==> src/rtl/video_timing_pkg.sv <==
// Shared definitions for the video scanout block.
// Holds the default 800x480 raster timing, the pixel type, default counter
// widths and a helper that sizes a counter for a given period.
package video_timing_pkg;

  localparam int H_ACTIVE_DEF = 800;
  localparam int H_FP_DEF     = 40;
  localparam int H_SYNC_DEF   = 128;
  localparam int H_BP_DEF     = 88;
  localparam int H_TOTAL_DEF  = H_ACTIVE_DEF + H_FP_DEF + H_SYNC_DEF + H_BP_DEF;

  localparam int V_ACTIVE_DEF = 480;
  localparam int V_FP_DEF     = 13;
  localparam int V_SYNC_DEF   = 3;
  localparam int V_BP_DEF     = 29;
  localparam int V_TOTAL_DEF  = V_ACTIVE_DEF + V_FP_DEF + V_SYNC_DEF + V_BP_DEF;

  localparam int FIFO_DEPTH_DEF = 16;
  localparam int RGB_W          = 24;

  typedef logic [RGB_W-1:0] rgb_t;

  // Width able to hold every value 0..total (total itself is used as an
  // exclusive upper bound in range compares, so it must fit too).
  function automatic int cnt_width(input int total);
    return $clog2(total + 1);
  endfunction

  localparam int H_CNT_W = cnt_width(H_TOTAL_DEF);
  localparam int V_CNT_W = cnt_width(V_TOTAL_DEF);

endpackage

==> src/rtl/video_scanout_if.sv <==
// Pixel-source link of the scanout.
// Signals:
//   in_pixel_data  : pixel from the source
//   in_pixel_valid : data valid, one cycle after a request
//   in_pixel_ready : request for exactly one pixel
//   out_next_frame : one-cycle pulse restarting the source at (0,0)
// Modports:
//   master : the scanout, which owns flow control (drives ready / next_frame)
//   slave  : the pixel source
interface video_scanout_if;
  import video_timing_pkg::*;

  rgb_t in_pixel_data;
  logic in_pixel_valid;
  logic in_pixel_ready;
  logic out_next_frame;

  modport master (
    input  in_pixel_data,
    input  in_pixel_valid,
    output in_pixel_ready,
    output out_next_frame
  );

  modport slave (
    output in_pixel_data,
    output in_pixel_valid,
    input  in_pixel_ready,
    input  out_next_frame
  );

endinterface

==> src/rtl/pixel_fifo.sv <==
// Small synchronous show-ahead FIFO for pixels.
// Ports:
//   clk, srst    : clock, synchronous active-high reset
//   flush_i      : empties the FIFO on the next edge (wins over push/pop)
//   push_i       : write push_data_i; dropped when full
//   pop_i        : consume the head; ignored when empty
//   pop_data_o   : current head (valid while !empty_o)
//   count_o      : number of stored entries
//   empty_o      : no entries
// DEPTH must be a power of two so the pointers wrap naturally.
module pixel_fifo #(
  parameter int DEPTH = 16,
  parameter int WIDTH = 24
) (
  input  logic                   clk,
  input  logic                   srst,
  input  logic                   flush_i,
  input  logic                   push_i,
  input  logic [WIDTH-1:0]       push_data_i,
  input  logic                   pop_i,
  output logic [WIDTH-1:0]       pop_data_o,
  output logic [$clog2(DEPTH):0] count_o,
  output logic                   empty_o
);

  localparam int AW = $clog2(DEPTH);
  localparam logic [AW:0] DEPTH_C = (AW+1)'(DEPTH);

  logic [WIDTH-1:0] mem_q [DEPTH];
  logic [AW-1:0]    wr_ptr_q, wr_ptr_d;
  logic [AW-1:0]    rd_ptr_q, rd_ptr_d;
  logic [AW:0]      count_q, count_d;
  logic             do_push, do_pop;

  assign empty_o    = (count_q == '0);
  // Full check uses the registered count, so a push into a full FIFO is
  // dropped even if a pop happens in the same cycle.
  assign do_push    = push_i && (count_q != DEPTH_C);
  assign do_pop     = pop_i && !empty_o;
  assign pop_data_o = mem_q[rd_ptr_q];
  assign count_o    = count_q;

  always_comb begin
    wr_ptr_d = wr_ptr_q;
    rd_ptr_d = rd_ptr_q;
    count_d  = count_q;
    if (flush_i) begin
      wr_ptr_d = '0;
      rd_ptr_d = '0;
      count_d  = '0;
    end else begin
      if (do_push) wr_ptr_d = wr_ptr_q + AW'(1);
      if (do_pop)  rd_ptr_d = rd_ptr_q + AW'(1);
      case ({do_push, do_pop})
        2'b10:   count_d = count_q + (AW+1)'(1);
        2'b01:   count_d = count_q - (AW+1)'(1);
        default: count_d = count_q;
      endcase
    end
  end

  // Storage carries no reset; the pointers alone define its contents.
  always_ff @(posedge clk) begin
    if (do_push && !flush_i) mem_q[wr_ptr_q] <= push_data_i;
  end

  always_ff @(posedge clk) begin
    if (srst) begin
      wr_ptr_q <= '0;
      rd_ptr_q <= '0;
      count_q  <= '0;
    end else begin
      wr_ptr_q <= wr_ptr_d;
      rd_ptr_q <= rd_ptr_d;
      count_q  <= count_d;
    end
  end

endmodule

==> src/rtl/video_scanout.sv <==
// Display scanout: buffers pixels from the source, generates raster timing
// and drives RGB / hsync / vsync / data-enable to the PHY.
// Ports:
//   in_clk, in_reset  : pixel clock, synchronous active-high reset
//   pix (master)      : pixel-source link (data/valid in, ready/next_frame out)
//   out_rgb           : pixel to PHY, 0 outside the active region or on underflow
//   out_hsync/out_vsync/out_de : registered, aligned with out_rgb
//   out_underflow_count : saturating underflow-cycle counter, present only
//                         when VIDEO_SCANOUT_UNDERFLOW_COUNT_EN is defined
// Counters restart at the frame point F (h==0, first vsync line), where the
// source is told to restart and the FIFO is flushed so every frame starts
// pixel-aligned even after an underflow.
module video_scanout
  import video_timing_pkg::*;
#(
  parameter int   H_ACTIVE   = H_ACTIVE_DEF,
  parameter int   H_FP       = H_FP_DEF,
  parameter int   H_SYNC     = H_SYNC_DEF,
  parameter int   H_BP       = H_BP_DEF,
  parameter int   V_ACTIVE   = V_ACTIVE_DEF,
  parameter int   V_FP       = V_FP_DEF,
  parameter int   V_SYNC     = V_SYNC_DEF,
  parameter int   V_BP       = V_BP_DEF,
  parameter logic HSYNC_POL  = 1'b0,
  parameter logic VSYNC_POL  = 1'b0,
  parameter int   FIFO_DEPTH = FIFO_DEPTH_DEF
) (
  input  logic            in_clk,
  input  logic            in_reset,
  video_scanout_if.master pix,
  output rgb_t            out_rgb,
  output logic            out_hsync,
  output logic            out_vsync,
  output logic            out_de
`ifdef VIDEO_SCANOUT_UNDERFLOW_COUNT_EN
  ,
  output logic [15:0]     out_underflow_count
`endif
);

  localparam int H_TOTAL = H_ACTIVE + H_FP + H_SYNC + H_BP;
  localparam int V_TOTAL = V_ACTIVE + V_FP + V_SYNC + V_BP;
  localparam int HW = (H_TOTAL == H_TOTAL_DEF) ? H_CNT_W : cnt_width(H_TOTAL);
  localparam int VW = (V_TOTAL == V_TOTAL_DEF) ? V_CNT_W : cnt_width(V_TOTAL);
  localparam int CW = $clog2(FIFO_DEPTH) + 1;

  localparam logic [HW-1:0] H_ACT_C      = HW'(H_ACTIVE);
  localparam logic [HW-1:0] H_HS_START_C = HW'(H_ACTIVE + H_FP);
  localparam logic [HW-1:0] H_HS_END_C   = HW'(H_ACTIVE + H_FP + H_SYNC);
  localparam logic [HW-1:0] H_LAST_C     = HW'(H_TOTAL - 1);
  localparam logic [VW-1:0] V_ACT_C      = VW'(V_ACTIVE);
  localparam logic [VW-1:0] V_VS_START_C = VW'(V_ACTIVE + V_FP);
  localparam logic [VW-1:0] V_VS_END_C   = VW'(V_ACTIVE + V_FP + V_SYNC);
  localparam logic [VW-1:0] V_LAST_C     = VW'(V_TOTAL - 1);
  localparam logic [CW:0]   DEPTH_C      = (CW+1)'(FIFO_DEPTH);

  logic [HW-1:0] h_q, h_d;
  logic [VW-1:0] v_q, v_d;
  logic          inflight_q;
  rgb_t          rgb_q, rgb_d;
  logic          de_q, de_d;
  logic          hsync_q, hsync_d;
  logic          vsync_q, vsync_d;

  logic          active, at_f, blackout, ready;
  logic [CW-1:0] fifo_count;
  logic [CW:0]   level;
  logic          fifo_empty;
  rgb_t          fifo_data;

  assign active = (h_q < H_ACT_C) && (v_q < V_ACT_C);
  assign at_f   = (h_q == '0) && (v_q == V_VS_START_C);
  // No requests from the start of the vertical front porch through F, so no
  // pixel can land after the flush and misalign the next frame.
  assign blackout = ((v_q >= V_ACT_C) && (v_q < V_VS_START_C)) || at_f;
  // Reserve room for the pixel requested last cycle that may still arrive.
  assign level  = {1'b0, fifo_count} + {{CW{1'b0}}, inflight_q};
  assign ready  = (level < DEPTH_C) && !blackout && !in_reset;

  assign pix.in_pixel_ready = ready;
  assign pix.out_next_frame = at_f && !in_reset;

  pixel_fifo #(
    .DEPTH (FIFO_DEPTH),
    .WIDTH (RGB_W)
  ) u_fifo (
    .clk         (in_clk),
    .srst        (in_reset),
    .flush_i     (at_f),
    .push_i      (pix.in_pixel_valid),
    .push_data_i (pix.in_pixel_data),
    .pop_i       (active),
    .pop_data_o  (fifo_data),
    .count_o     (fifo_count),
    .empty_o     (fifo_empty)
  );

  always_comb begin
    h_d = h_q + HW'(1);
    v_d = v_q;
    if (h_q == H_LAST_C) begin
      h_d = '0;
      v_d = (v_q == V_LAST_C) ? '0 : v_q + VW'(1);
    end
    rgb_d   = (active && !fifo_empty) ? fifo_data : '0;
    de_d    = active;
    hsync_d = ((h_q >= H_HS_START_C) && (h_q < H_HS_END_C)) ? HSYNC_POL : ~HSYNC_POL;
    vsync_d = ((v_q >= V_VS_START_C) && (v_q < V_VS_END_C)) ? VSYNC_POL : ~VSYNC_POL;
  end

  always_ff @(posedge in_clk) begin
    if (in_reset) begin
      h_q        <= '0;
      v_q        <= V_VS_START_C;
      inflight_q <= 1'b0;
      rgb_q      <= '0;
      de_q       <= 1'b0;
      hsync_q    <= ~HSYNC_POL;
      vsync_q    <= ~VSYNC_POL;
    end else begin
      h_q        <= h_d;
      v_q        <= v_d;
      inflight_q <= ready;
      rgb_q      <= rgb_d;
      de_q       <= de_d;
      hsync_q    <= hsync_d;
      vsync_q    <= vsync_d;
    end
  end

  assign out_rgb   = rgb_q;
  assign out_de    = de_q;
  assign out_hsync = hsync_q;
  assign out_vsync = vsync_q;

`ifdef VIDEO_SCANOUT_UNDERFLOW_COUNT_EN
  logic [15:0] underflow_q, underflow_d;

  always_comb begin
    underflow_d = underflow_q;
    if (active && fifo_empty && (underflow_q != 16'hFFFF)) underflow_d = underflow_q + 16'd1;
  end

  always_ff @(posedge in_clk) begin
    if (in_reset) underflow_q <= '0;
    else          underflow_q <= underflow_d;
  end

  assign out_underflow_count = underflow_q;
`endif

endmodule

==> src/flat_wrapper.sv <==
// flat-port wrapper written by rule: the top's interface ports become plain ports
module video_scanout_flat import video_timing_pkg::*;
#(
  parameter int   H_ACTIVE   = H_ACTIVE_DEF,
  parameter int   H_FP       = H_FP_DEF,
  parameter int   H_SYNC     = H_SYNC_DEF,
  parameter int   H_BP       = H_BP_DEF,
  parameter int   V_ACTIVE   = V_ACTIVE_DEF,
  parameter int   V_FP       = V_FP_DEF,
  parameter int   V_SYNC     = V_SYNC_DEF,
  parameter int   V_BP       = V_BP_DEF,
  parameter logic HSYNC_POL  = 1'b0,
  parameter logic VSYNC_POL  = 1'b0,
  parameter int   FIFO_DEPTH = FIFO_DEPTH_DEF
)
  (in_clk, in_reset, out_rgb, out_hsync, out_vsync, out_de, pix_in_pixel_data, pix_in_pixel_valid, pix_in_pixel_ready, pix_out_next_frame);
  video_scanout_if pix_i ();
  input  logic in_clk;
  input  logic in_reset;
  output rgb_t out_rgb;
  output logic out_hsync;
  output logic out_vsync;
  output logic out_de;
  input wire logic [$bits(pix_i.in_pixel_data)-1:0] pix_in_pixel_data;
  input wire logic [$bits(pix_i.in_pixel_valid)-1:0] pix_in_pixel_valid;
  output wire logic [$bits(pix_i.in_pixel_ready)-1:0] pix_in_pixel_ready;
  output wire logic [$bits(pix_i.out_next_frame)-1:0] pix_out_next_frame;
  assign pix_i.in_pixel_data = pix_in_pixel_data;
  assign pix_i.in_pixel_valid = pix_in_pixel_valid;
  assign pix_in_pixel_ready = pix_i.in_pixel_ready;
  assign pix_out_next_frame = pix_i.out_next_frame;
  video_scanout #(.H_ACTIVE(H_ACTIVE), .H_FP(H_FP), .H_SYNC(H_SYNC), .H_BP(H_BP), .V_ACTIVE(V_ACTIVE), .V_FP(V_FP), .V_SYNC(V_SYNC), .V_BP(V_BP), .HSYNC_POL(HSYNC_POL), .VSYNC_POL(VSYNC_POL), .FIFO_DEPTH(FIFO_DEPTH)) u_core (.in_clk(in_clk), .in_reset(in_reset), .pix(pix_i), .out_rgb(out_rgb), .out_hsync(out_hsync), .out_vsync(out_vsync), .out_de(out_de));
endmodule
==> config.mk <==
export PLATFORM = sky130hd
export DESIGN_NAME = video_scanout_flat
export DESIGN_NICKNAME = d
export VERILOG_FILES = /design/src/rtl/video_timing_pkg.sv /design/src/rtl/video_scanout_if.sv /design/src/rtl/pixel_fifo.sv /design/src/rtl/video_scanout.sv /design/src/flat_wrapper.sv
export SDC_FILE = /design/constraint.sdc
export NUM_CORES = 1
export LEC_CHECK = 0
export ABC_CLOCK_PERIOD_IN_PS = 7400
export CAP_MARGIN = 20
export CORE_MARGIN = 4
export CORE_UTILIZATION = 45
export CTS_CLUSTER_SIZE = 40
export DETAILED_ROUTE_END_ITERATION = 7
export PLACE_DENSITY = 0.66
export SKIP_LAST_GASP = 1
export SLEW_MARGIN = 30
export SYNTH_ARGS = -nofsm -noshare
export SYNTH_HDL_FRONTEND = slang
export SYNTH_HIERARCHICAL = 1
export SYNTH_SLANG_ARGS = --single-unit
==> constraint.sdc <==
create_clock -name in_clk -period 7.4 [get_ports in_clk]
set_input_delay 1.11 -clock in_clk [delete_from_list [all_inputs] [get_ports in_clk]]
set_output_delay 1.11 -clock in_clk [all_outputs]
set_load 0.02 [all_outputs]
==> flow_metrics.env, run 1 <==
export IMPL_outcome="finished clean"
export IMPL_viasPerCell=5.57
export IMPL_hold_path_class="reg -> reg"
export IMPL_worst_r2r_endpoint="u_core/u_fifo/count_o[4]$_SDFFE_PP0P_"
export IMPL_dr_pass1_iters=4
export IMPL_synth_cell_types=59
export IMPL_cp_depth=4
export IMPL_min_period_ns=4.31
export IMPL_worst_setup_path_start_kind="primary input"
export IMPL_clkTransAtPathRegs_ns=0.06
export IMPL_crit_chain="clkdlybuf4s50_1 > clkinv_1 > and2_1 > clkdlybuf4s50_1"
export IMPL_grt_use_total_pct=16.3
export IMPL_grt_ovfl_total=0
export IMPL_first_iter_violations=675
export IMPL_pin_count=56
export IMPL_ir_worst_vdd_v=0.000159
export IMPL_die_area_um2=41800
export IMPL_critical_path_class="in -> out"
export IMPL_layout_commonest_cell="edfxtp_1"
export IMPL_synth_top_area_cell="edfxtp_1"
export IMPL_grt_max_degree=62
export IMPL_period_share_pct=58.2
export IMPL_worstReg2RegStart="u_core/h_q[5]$_SDFF_PP0_"
export IMPL_endpoint="pix_out_next_frame"
export IMPL_wl_mm=33.7
export IMPL_grt_pass1_wl_mm=52.0
export IMPL_postLayoutCoreUtil_pct=53.5
export IMPL_synth_top_area_share_pct=66.4
export IMPL_start_util_pct=45.9
export IMPL_areaGrowthSynthToFinish_pct=16.5
export IMPL_fill_cells=2938
export IMPL_netlist_area_um2=17400
export IMPL_layout_drive_gt1_share_pct=24.3
export IMPL_fmax_mhz=232
export IMPL_p_leak_nw=6.21
export IMPL_synth_nets=899
export IMPL_power_density_nw_per_um2=253
export IMPL_tightest_slew_ns=1.00
export IMPL_hold_violations=0
export IMPL_ctsHoldBuffers=0
export IMPL_synth_seq_cells=450
export IMPL_synthTopCellsByArea="edfxtp_1, mux4_2, dfxtp_1"
export IMPL_critPathTopFamily="buffers and inverters"
export IMPL_syn_avg_cell_area_um2=20.2
export IMPL_wl_per_cell_um=22.8
export IMPL_dp_hpwl_mm=18.5
export IMPL_crit_start="in_reset"
export IMPL_synth_warnings=6
export IMPL_place_gp_congestion=0.796
export IMPL_cts_tree="done"
export IMPL_r2r_slack_ns=4.45
export IMPL_layout_common_cells="edfxtp_1, mux4_2, dfxtp_1"
export IMPL_coreArea_um2=37800
export IMPL_wl_met2_mm=17.1
export IMPL_synth_flop_cell="edfxtp_1"
export IMPL_maxCapViolCount=0
export IMPL_htreeDepth=2
export IMPL_num_rows=71
export IMPL_crit_required_ns=6.29
export IMPL_wl_met1_mm=14.6
export IMPL_post_route_drc_count=0
export IMPL_clkLatencyLatePin_ns=0.54
export IMPL_grt_pass1_vias=8546
export IMPL_cp_num_buf_inv=3
export IMPL_maxUsedRoutingLayer="met4"
export IMPL_crit_path_max_incr_delay_ns=0.88
export IMPL_min_from="u_core/h_q[0]$_SDFF_PP0_"
export IMPL_die_h_um=204
export IMPL_setup_viol=0
export IMPL_ant_nets=0
export IMPL_cts_buffer_depth=3
export IMPL_port_buffers=55
export IMPL_slew_viol_final=0
export IMPL_vias=8242
export IMPL_critPathMaxFanout=15
export IMPL_syn_instance_count=859
export IMPL_post_cts_buffers=0
export IMPL_nets=974
export IMPL_worstRegToRegCells=11
export IMPL_arrival_ns=3.20
export IMPL_cts_resized=0
export IMPL_cts_made_buffers=45
export IMPL_wl_met3_mm=1.53
export IMPL_rsz0062_at_grt="false"
export IMPL_antenna_found_initial=0
export IMPL_setup_tns_final_ns=0
export IMPL_cp_end_kind="output port"
export IMPL_async_flop_share_pct=0
export IMPL_die_width_um=204
export IMPL_cpMaxStageDelayCell="clkdlybuf4s50_1"
export IMPL_slew_headroom_pct=32.9
export IMPL_numClockSinks=450
export IMPL_synth_edff_count=384
export IMPL_yosysSeqAreaShare_pct=74.0
export IMPL_skew_ns=0.0126
export IMPL_crit_top_cell="clkdlybuf4s50_1"
export IMPL_diodes=0
export IMPL_cts_root_buf="clkbuf_16"
-- registers in the layout, summed over array words and instances, names as in the netlist, 4 cells and up, named ones only --
register	count
u_core/h_q	11
u_core/out_rgb	24
u_core/u_fifo/rd_ptr_q	4
u_core/u_fifo/mem_q	384
u_core/u_fifo/count_o	5
u_core/v_q	10
u_core/u_fifo/wr_ptr_q	4
-- cells by family after synthesis --
logic type	count (synthesis)	share of synthesized area [%]
flip-flops	450	74.0
AND/OR/NAND/NOR	164	5.26
multiplexers	123	15.7
buffers and inverters	57	1.74
AO/OA/AOI/OAI	32	1.33
XOR/XNOR	20	1.01
adder cells (fa/ha/maj)	13	0.936
-- metrics by stage --
stage / area (um^2) / setup slack [ns] / hold slack (ns) / std cells / power, W
floorplan: 17400 / 4.44 / 0.441 / 859 / 0.00288
global placement: 18500 / 3.13 / 0.459 / 1388 / 0.00294
detailed placement: 18600 / 3.11 / 0.490 / 1393 / 0.00295
CTS: 20100 / 3.11 / 0.503 / 1475 / 0.00518
global route: 20200 / 2.96 / 0.521 / 1480 / 0.00530
finish: 20200 / 3.09 / 0.486 / 1480 / 0.00512
-- how the worst min path moves through the flow --
stage	end	slack (ns)	depth (start not counted)
after floorplan	u_core/h_q[0]$_SDFF_PP0_	0.44	1
after global placement	u_core/h_q[0]$_SDFF_PP0_	0.46	1
after detailed placement	u_core/h_q[0]$_SDFF_PP0_	0.49	1
after CTS	u_core/h_q[0]$_SDFF_PP0_	0.50	1
after global routing	u_core/h_q[0]$_SDFF_PP0_	0.52	1
final	u_core/h_q[0]$_SDFF_PP0_	0.49	1
-- layout make-up --
cell class / count / area [um^2] / area share (%)
well taps: 511 / 639 / 3.16
clock inverters: 29 / 250 / 1.24
inverters: 14 / 52.6 / 0.260
clock buffers: 53 / 1220 / 6.03
flip-flops and latches: 450 / 12900 / 63.5
repair buffers: 71 / 871 / 4.30
multi-input cells: 352 / 4340 / 21.5
-- power breakdown --
group / total (W) / switching [W] / internal (W)
Sequential: 0.00278 / 0.00000748 / 0.00277
Combinational: 0.000115 / 0.0000710 / 0.0000436
Clock: 0.00223 / 0.000912 / 0.00132
-- cell usage after synthesis, drive strengths merged, types with 5 or more instances --
cell type / count
edfxtp: 384
mux4: 120
dfxtp: 66
nor2: 54
and2: 25
buf: 25
nand2: 19
clkbuf: 18
ha: 13
inv: 13
nand3: 11
nor3: 11
xnor2: 11
xor2: 9
and3: 8
nand4: 7
a21oi: 6
nor4: 6
o21ai: 5
-- metal layers --
metal	up-vias	track usage [%]
li1	3636	-
met1	4365	22.6
met2	204	27.8
met3	37	2.65
met4	0	3.42
met5	-	0
Power figures use the tool's default switching activity.
==> run 2: changes to the inputs <==
ABC_CLOCK_PERIOD_IN_PS = 3500   (was 7400)
PLACE_DENSITY = 0.68   (was 0.66)
clock period = 3.5 ns   (was 7.4 ns; I/O delays follow)
==> flow_metrics.env, run 2 (synthesis results as in run 1) <==
export IMPL_outcome="finished clean"
export IMPL_cts_tree="done"
export IMPL_clkTransAtPathRegs_ns=0.06
export IMPL_hold_path_class="reg -> reg"
export IMPL_power_switching_w=0.00212
export IMPL_post_place_cells=1408
export IMPL_fin_cells=1493
export IMPL_worst_r2r_endpoint="u_core/u_fifo/mem_q[5][15]$_DFFE_PP_"
export IMPL_htreeDepth=2
export IMPL_grt_pass1_wl_mm=53.0
export IMPL_swShare_pct=19.5
export IMPL_antenna_found_initial=3
export IMPL_grt_pass1_vias=8497
export IMPL_hold_depth=1
export IMPL_setup_tns_final_ns=0
export IMPL_die_width_um=204
export IMPL_wl_per_cell_um=22.9
export IMPL_power_internal_w=0.00874
export IMPL_min_to="u_core/h_q[0]$_SDFF_PP0_"
export IMPL_ctsHoldBuffers=0
export IMPL_layout_common_cells="edfxtp_1, mux4_2, dfxtp_1"
export IMPL_viasPerCell=5.56
export IMPL_cts_made_buffers=45
export IMPL_critical_path_class="reg -> out"
export IMPL_arrival_ns=2.61
export IMPL_crit_required_ns=2.97
export IMPL_tightest_slew_ns=0.912
export IMPL_grt_use_total_pct=16.7
export IMPL_areaGrowthSynthToFinish_pct=17.3
export IMPL_num_rows=71
export IMPL_postLayoutCoreUtil_pct=53.8
export IMPL_pin_count=56
export IMPL_die_h_um=204
export IMPL_cp_end_kind="output port"
export IMPL_grt_ovfl_total=0
export IMPL_nets=986
export IMPL_coreArea_um2=37800
export IMPL_worstRegToRegCells=12
export IMPL_dr_pass1_iters=5
export IMPL_hold_violations=0
export IMPL_seq_area_um2=12900
export IMPL_pwr_share_clk_pct=43.6
export IMPL_p_comb_share_pct=2.4
export IMPL_cts_buffer_depth=3
export IMPL_clkLatencyLatePin_ns=0.56
export IMPL_place_gp_congestion=0.806
export IMPL_slew_headroom_pct=39.1
export IMPL_layout_drive_gt1_share_pct=25.6
export IMPL_regMostFlops="u_core/u_fifo/mem_q"
export IMPL_r2r_slack_ns=0.46
export IMPL_worstReg2RegStart="u_core/v_q[1]$_SDFFE_PP0P_"
export IMPL_port_buffers=55
export IMPL_numClockSinks=450
export IMPL_ir_worst_vdd_v=0.000354
export IMPL_largest_register_ffs=384
export IMPL_cts_root_buf="clkbuf_16"
export IMPL_setup_viol=0
export IMPL_worst_setup_path_start_kind="flip-flop"
export IMPL_die_area_um2=41800
export IMPL_grt_max_degree=41
export IMPL_min_period_ns=3.13
export IMPL_ant_nets=0
export IMPL_seqPwrFrac_pct=54.0
export IMPL_wl_mm=34.2
export IMPL_post_route_drc_count=0
export IMPL_vias=8307
export IMPL_multiInputGateArea_um2=4340
export IMPL_rsz0062_at_grt="false"
export IMPL_critPathMaxFanout=5
export IMPL_layout_commonest_cell="edfxtp_1"
export IMPL_diodes=0
export IMPL_fmax_mhz=319
export IMPL_first_iter_violations=732
export IMPL_p_leak_nw=6.33
export IMPL_dp_hpwl_mm=20.7
export IMPL_start_util_pct=45.9
export IMPL_skew_ns=0.0171
export IMPL_maxCapViolCount=0
export IMPL_slew_viol_final=0
export IMPL_min_from="u_core/h_q[0]$_SDFF_PP0_"
export IMPL_power_density_nw_per_um2=533
export IMPL_period_share_pct=89.4
export IMPL_fill_cells=2901
run 2: cell types whose count changed in the layout (fill, tap and decap cells not counted), moves of 4 or more:
| cell | delta |
|---|---|
| buf_12 | +4 |
| buf_8 | +4 |
| clkinv_2 | +7 |
| clkinv_1 | -7 |
| buf_4 | +6 |
| clkbuf_1 | +4 |
run 2: metrics by stage:
| stage | hold WS, ns | total power [W] | worst slack [ns] | instance area, um^2 |
|---|---|---|---|---|
| final | 0.480 | 0.0109 | 0.370 | 20400 |
| after global routing | 0.526 | 0.0113 | 0.221 | 20400 |
| after CTS | 0.481 | 0.0110 | 0.0119 | 20400 |
| after detailed placement | 0.469 | 0.00624 | 0.454 | 18900 |
| after global placement | 0.460 | 0.00622 | 0.495 | 18600 |
| after floorplan | 0.441 | 0.00609 | 0.758 | 17400 |
run 2: worst max path at each step:
stage | start | end | slack (ns) | depth (start not counted)
2_1_floorplan | u_core/u_fifo/count_o[1]$_SDFFE_PP0P_ | u_core/u_fifo/count_o[4]$_SDFFE_PP0P_ | 0.76 | 13
3_3_place_gp | pix_in_pixel_valid | u_core/u_fifo/mem_q[7][13]$_DFFE_PP_ | 0.50 | 4
3_5_place_dp | pix_in_pixel_valid | u_core/u_fifo/count_o[4]$_SDFFE_PP0P_ | 0.45 | 10
4_1_cts | u_core/v_q[1]$_SDFFE_PP0P_ | pix_out_next_frame | 0.01 | 7
5_1_grt | u_core/v_q[1]$_SDFFE_PP0P_ | pix_in_pixel_ready | 0.22 | 8
6_report | u_core/v_q[1]$_SDFFE_PP0P_ | pix_in_pixel_ready | 0.37 | 8
run 2: power by group through the flow:
| stage | combinational (W) | sequential [W] | clock, W |
|---|---|---|---|
| 2_1_floorplan | 0.000108 | 0.00598 | 0 |
| 3_3_place_gp | 0.000239 | 0.00598 | 0 |
| 3_5_place_dp | 0.000261 | 0.00598 | 0 |
| 4_1_cts | 0.000269 | 0.00587 | 0.00485 |
| 5_1_grt | 0.000288 | 0.00587 | 0.00511 |
| 6_report | 0.000263 | 0.00587 | 0.00474 |
run 2: repair_timing:
action                     CTS  global route
setup buffers                2             0
pin swaps                    1             0
resized for setup            0             2
setup endpoints to repair    1             2
run 2: area by class of cell:
type | instances | share of cell area, %
flip-flops and latches | 450 | 63.1
multi-input cells | 352 | 21.3
clock buffers | 58 | 6.02
repair buffers | 83 | 4.94
well taps | 511 | 3.14
clock inverters | 25 | 1.21
inverters | 14 | 0.258
run 2: worst max-delay path, cell delays in order (launching register included):
cell and delay [ns]:
dfxtp_1 0.34, inv_1 0.11, ha_1 0.15, inv_1 0.05
or4b_2 0.66, nor4_4 0.33, buf_4 0.16, nor2_1 0.04
dlymetal6s2s_1 0.22
run 2: layer usage:
layer  up-vias  GRT usage, %  wire (um)
li1       3672             -          -
met1      4380          23.8      15000
met2       201          27.3      16900
met3        50          3.08       1670
met4         4          3.76        564
met5         -             0         31
==> run 3: changes to the inputs <==
ABC_CLOCK_PERIOD_IN_PS = 3260   (was 3500)
CAP_MARGIN = unset   (was 20)
PLACE_DENSITY = 0.66   (was 0.68)
clock period = 3.26 ns   (was 3.5 ns; I/O delays follow)
==> flow_metrics.env, run 3 (synthesis results as in run 1) <==
export IMPL_power_density_nw_per_um2=584
export IMPL_areaGrowthSynthToFinish_pct=17.2
export IMPL_cts_made_buffers=46
export IMPL_tightest_slew_ns=0.998
export IMPL_pwr_share_clk_pct=44.7
export IMPL_r2r_slack_ns=0.27
export IMPL_seq_area_um2=12900
export IMPL_hold_path_class="reg -> reg"
export IMPL_grt_max_degree=47
export IMPL_hold_depth=1
export IMPL_outcome="finished clean"
export IMPL_numClockSinks=450
export IMPL_grt_pass1_wl_mm=52.2
export IMPL_coreArea_um2=37800
export IMPL_dr_pass1_iters=4
export IMPL_grt_pass1_vias=8487
export IMPL_layout_commonest_cell="edfxtp_1"
export IMPL_vias=8255
export IMPL_p_comb_share_pct=2.3
export IMPL_nets=983
export IMPL_worst_r2r_endpoint="u_core/u_fifo/count_o[4]$_SDFFE_PP0P_"
export IMPL_num_rows=71
export IMPL_dp_hpwl_mm=19.2
export IMPL_arrival_ns=2.63
export IMPL_regMostFlops="u_core/u_fifo/mem_q"
export IMPL_fmax_mhz=321
export IMPL_seqPwrFrac_pct=53.0
export IMPL_hold_violations=0
export IMPL_place_gp_congestion=0.756
export IMPL_ctsHoldBuffers=0
export IMPL_port_buffers=55
export IMPL_grt_ovfl_total=0
export IMPL_pin_count=56
export IMPL_post_route_drc_count=0
export IMPL_worst_setup_path_start_kind="flip-flop"
export IMPL_post_place_ws_ns=0.281
export IMPL_first_iter_violations=532
export IMPL_grt_use_total_pct=16.5
export IMPL_worstReg2RegStart="u_core/h_q[5]$_SDFF_PP0_"
export IMPL_viasPerCell=5.54
export IMPL_p_leak_nw=6.29
export IMPL_post_place_cells=1402
export IMPL_critPathMaxFanout=8
export IMPL_die_area_um2=41800
export IMPL_swShare_pct=19.1
export IMPL_die_h_um=204
export IMPL_clkLatencyLatePin_ns=0.56
export IMPL_setup_ws_ns=0.144
export IMPL_min_from="u_core/h_q[0]$_SDFF_PP0_"
export IMPL_crit_required_ns=2.77
export IMPL_setup_viol=0
export IMPL_die_width_um=204
export IMPL_period_share_pct=95.6
export IMPL_diodes=0
export IMPL_layout_common_cells="edfxtp_1, mux4_2, dfxtp_1"
export IMPL_slew_headroom_pct=33.3
export IMPL_min_to="u_core/h_q[0]$_SDFF_PP0_"
export IMPL_wl_per_cell_um=22.8
export IMPL_power_switching_w=0.00227
export IMPL_cts_tree="done"
export IMPL_skew_ns=0.0126
export IMPL_power_internal_w=0.00962
export IMPL_fill_cells=2946
export IMPL_min_period_ns=3.12
export IMPL_postLayoutCoreUtil_pct=53.8
export IMPL_start_util_pct=45.9
export IMPL_wl_mm=33.9
export IMPL_maxCapViolCount=0
export IMPL_htreeDepth=2
export IMPL_ant_nets=0
export IMPL_setup_tns_final_ns=0
export IMPL_cts_buffer_depth=3
export IMPL_fin_cells=1491
export IMPL_critical_path_class="reg -> out"
export IMPL_multiInputGateArea_um2=4340
export IMPL_ir_worst_vdd_v=0.000331
export IMPL_layout_drive_gt1_share_pct=24.4
export IMPL_antenna_found_initial=2
export IMPL_rsz0062_at_grt="false"
export IMPL_clkTransAtPathRegs_ns=0.06
export IMPL_cts_root_buf="clkbuf_16"
export IMPL_slew_viol_final=0
export IMPL_power_w=0.0119
export IMPL_worstRegToRegCells=11
export IMPL_cp_end_kind="output port"
export IMPL_largest_register_ffs=384
==> run 3: cell types whose count changed in the layout (fill, tap and decap cells not counted), moves of 2 or more <==
cell	change
clkbuf_1	+6
bufinv_16	+3
clkinv_2	-8
clkbuf_8	-2
clkinv_1	+4
buf_8	-4
dlymetal6s2s_1	-2
==> run 3: stage by stage <==
step           cell area, um^2  hold slack, ns
2_1_floorplan            17400           0.441
3_3_place_gp             18600           0.459
3_5_place_dp             18700           0.471
4_1_cts                  20200           0.485
5_1_grt                  20400           0.506
6_report                 20400           0.474
==> run 3: layout make-up <==
class	instances	area share (%)
clock buffer	63	6.12
clock inverter	22	1.36
inverter	14	0.258
multi-input combinational	352	21.3
sequential	450	63.2
tap	511	3.14
timing repair buffer	79	4.62
==> run 3: power groups by stage <==
stage	sequential [W]	clock (W)	combinational, W
after floorplan	0.00642	0	0.000116
after global placement	0.00642	0	0.000265
after global routing	0.00630	0.00572	0.000302
after CTS	0.00630	0.00543	0.000270
after detailed placement	0.00643	0	0.000271
final	0.00630	0.00531	0.000276
==> run 3: worst max-delay path, cell delays in order, from the launching register on <==
cell and delay (ns):
dfxtp_1 0.35, inv_1 0.11, ha_1 0.15, inv_1 0.05, or4b_2 0.65, nor4_4 0.15
buf_4 0.19, and2_1 0.12, clkdlybuf4s15_1 0.30
==> run 3: how the worst max path moves through the flow <==
stage,to,slack (ns),from,depth (start not counted)
2_1_floorplan,u_core/u_fifo/count_o[4]$_SDFFE_PP0P_,0.52,u_core/u_fifo/count_o[1]$_SDFFE_PP0P_,13
3_3_place_gp,u_core/u_fifo/count_o[4]$_SDFFE_PP0P_,0.38,u_core/h_q[5]$_SDFF_PP0_,11
3_5_place_dp,u_core/u_fifo/count_o[4]$_SDFFE_PP0P_,0.28,u_core/h_q[7]$_SDFF_PP0_,11
4_1_cts,pix_out_next_frame,0.09,u_core/v_q[1]$_SDFFE_PP0P_,8
5_1_grt,pix_out_next_frame,0.01,u_core/v_q[1]$_SDFFE_PP0P_,8
6_report,pix_out_next_frame,0.14,u_core/v_q[1]$_SDFFE_PP0P_,8
==> run 3: metal layers <==
metal / track usage [%] / up-vias / share of wire, %
li1: - / 3663 / -
met1: 23.3 / 4349 / 43
met2: 26.6 / 191 / 50
met3: 2.87 / 50 / 4.3
met4: 4.98 / 2 / 1.9
met5: 0 / - / 0.035
==> run 3: repair_timing <==
action,CTS,global route
setup buffers,0,0
setup endpoints to repair,2,1
gates resized for setup,2,1
cloned,0,0
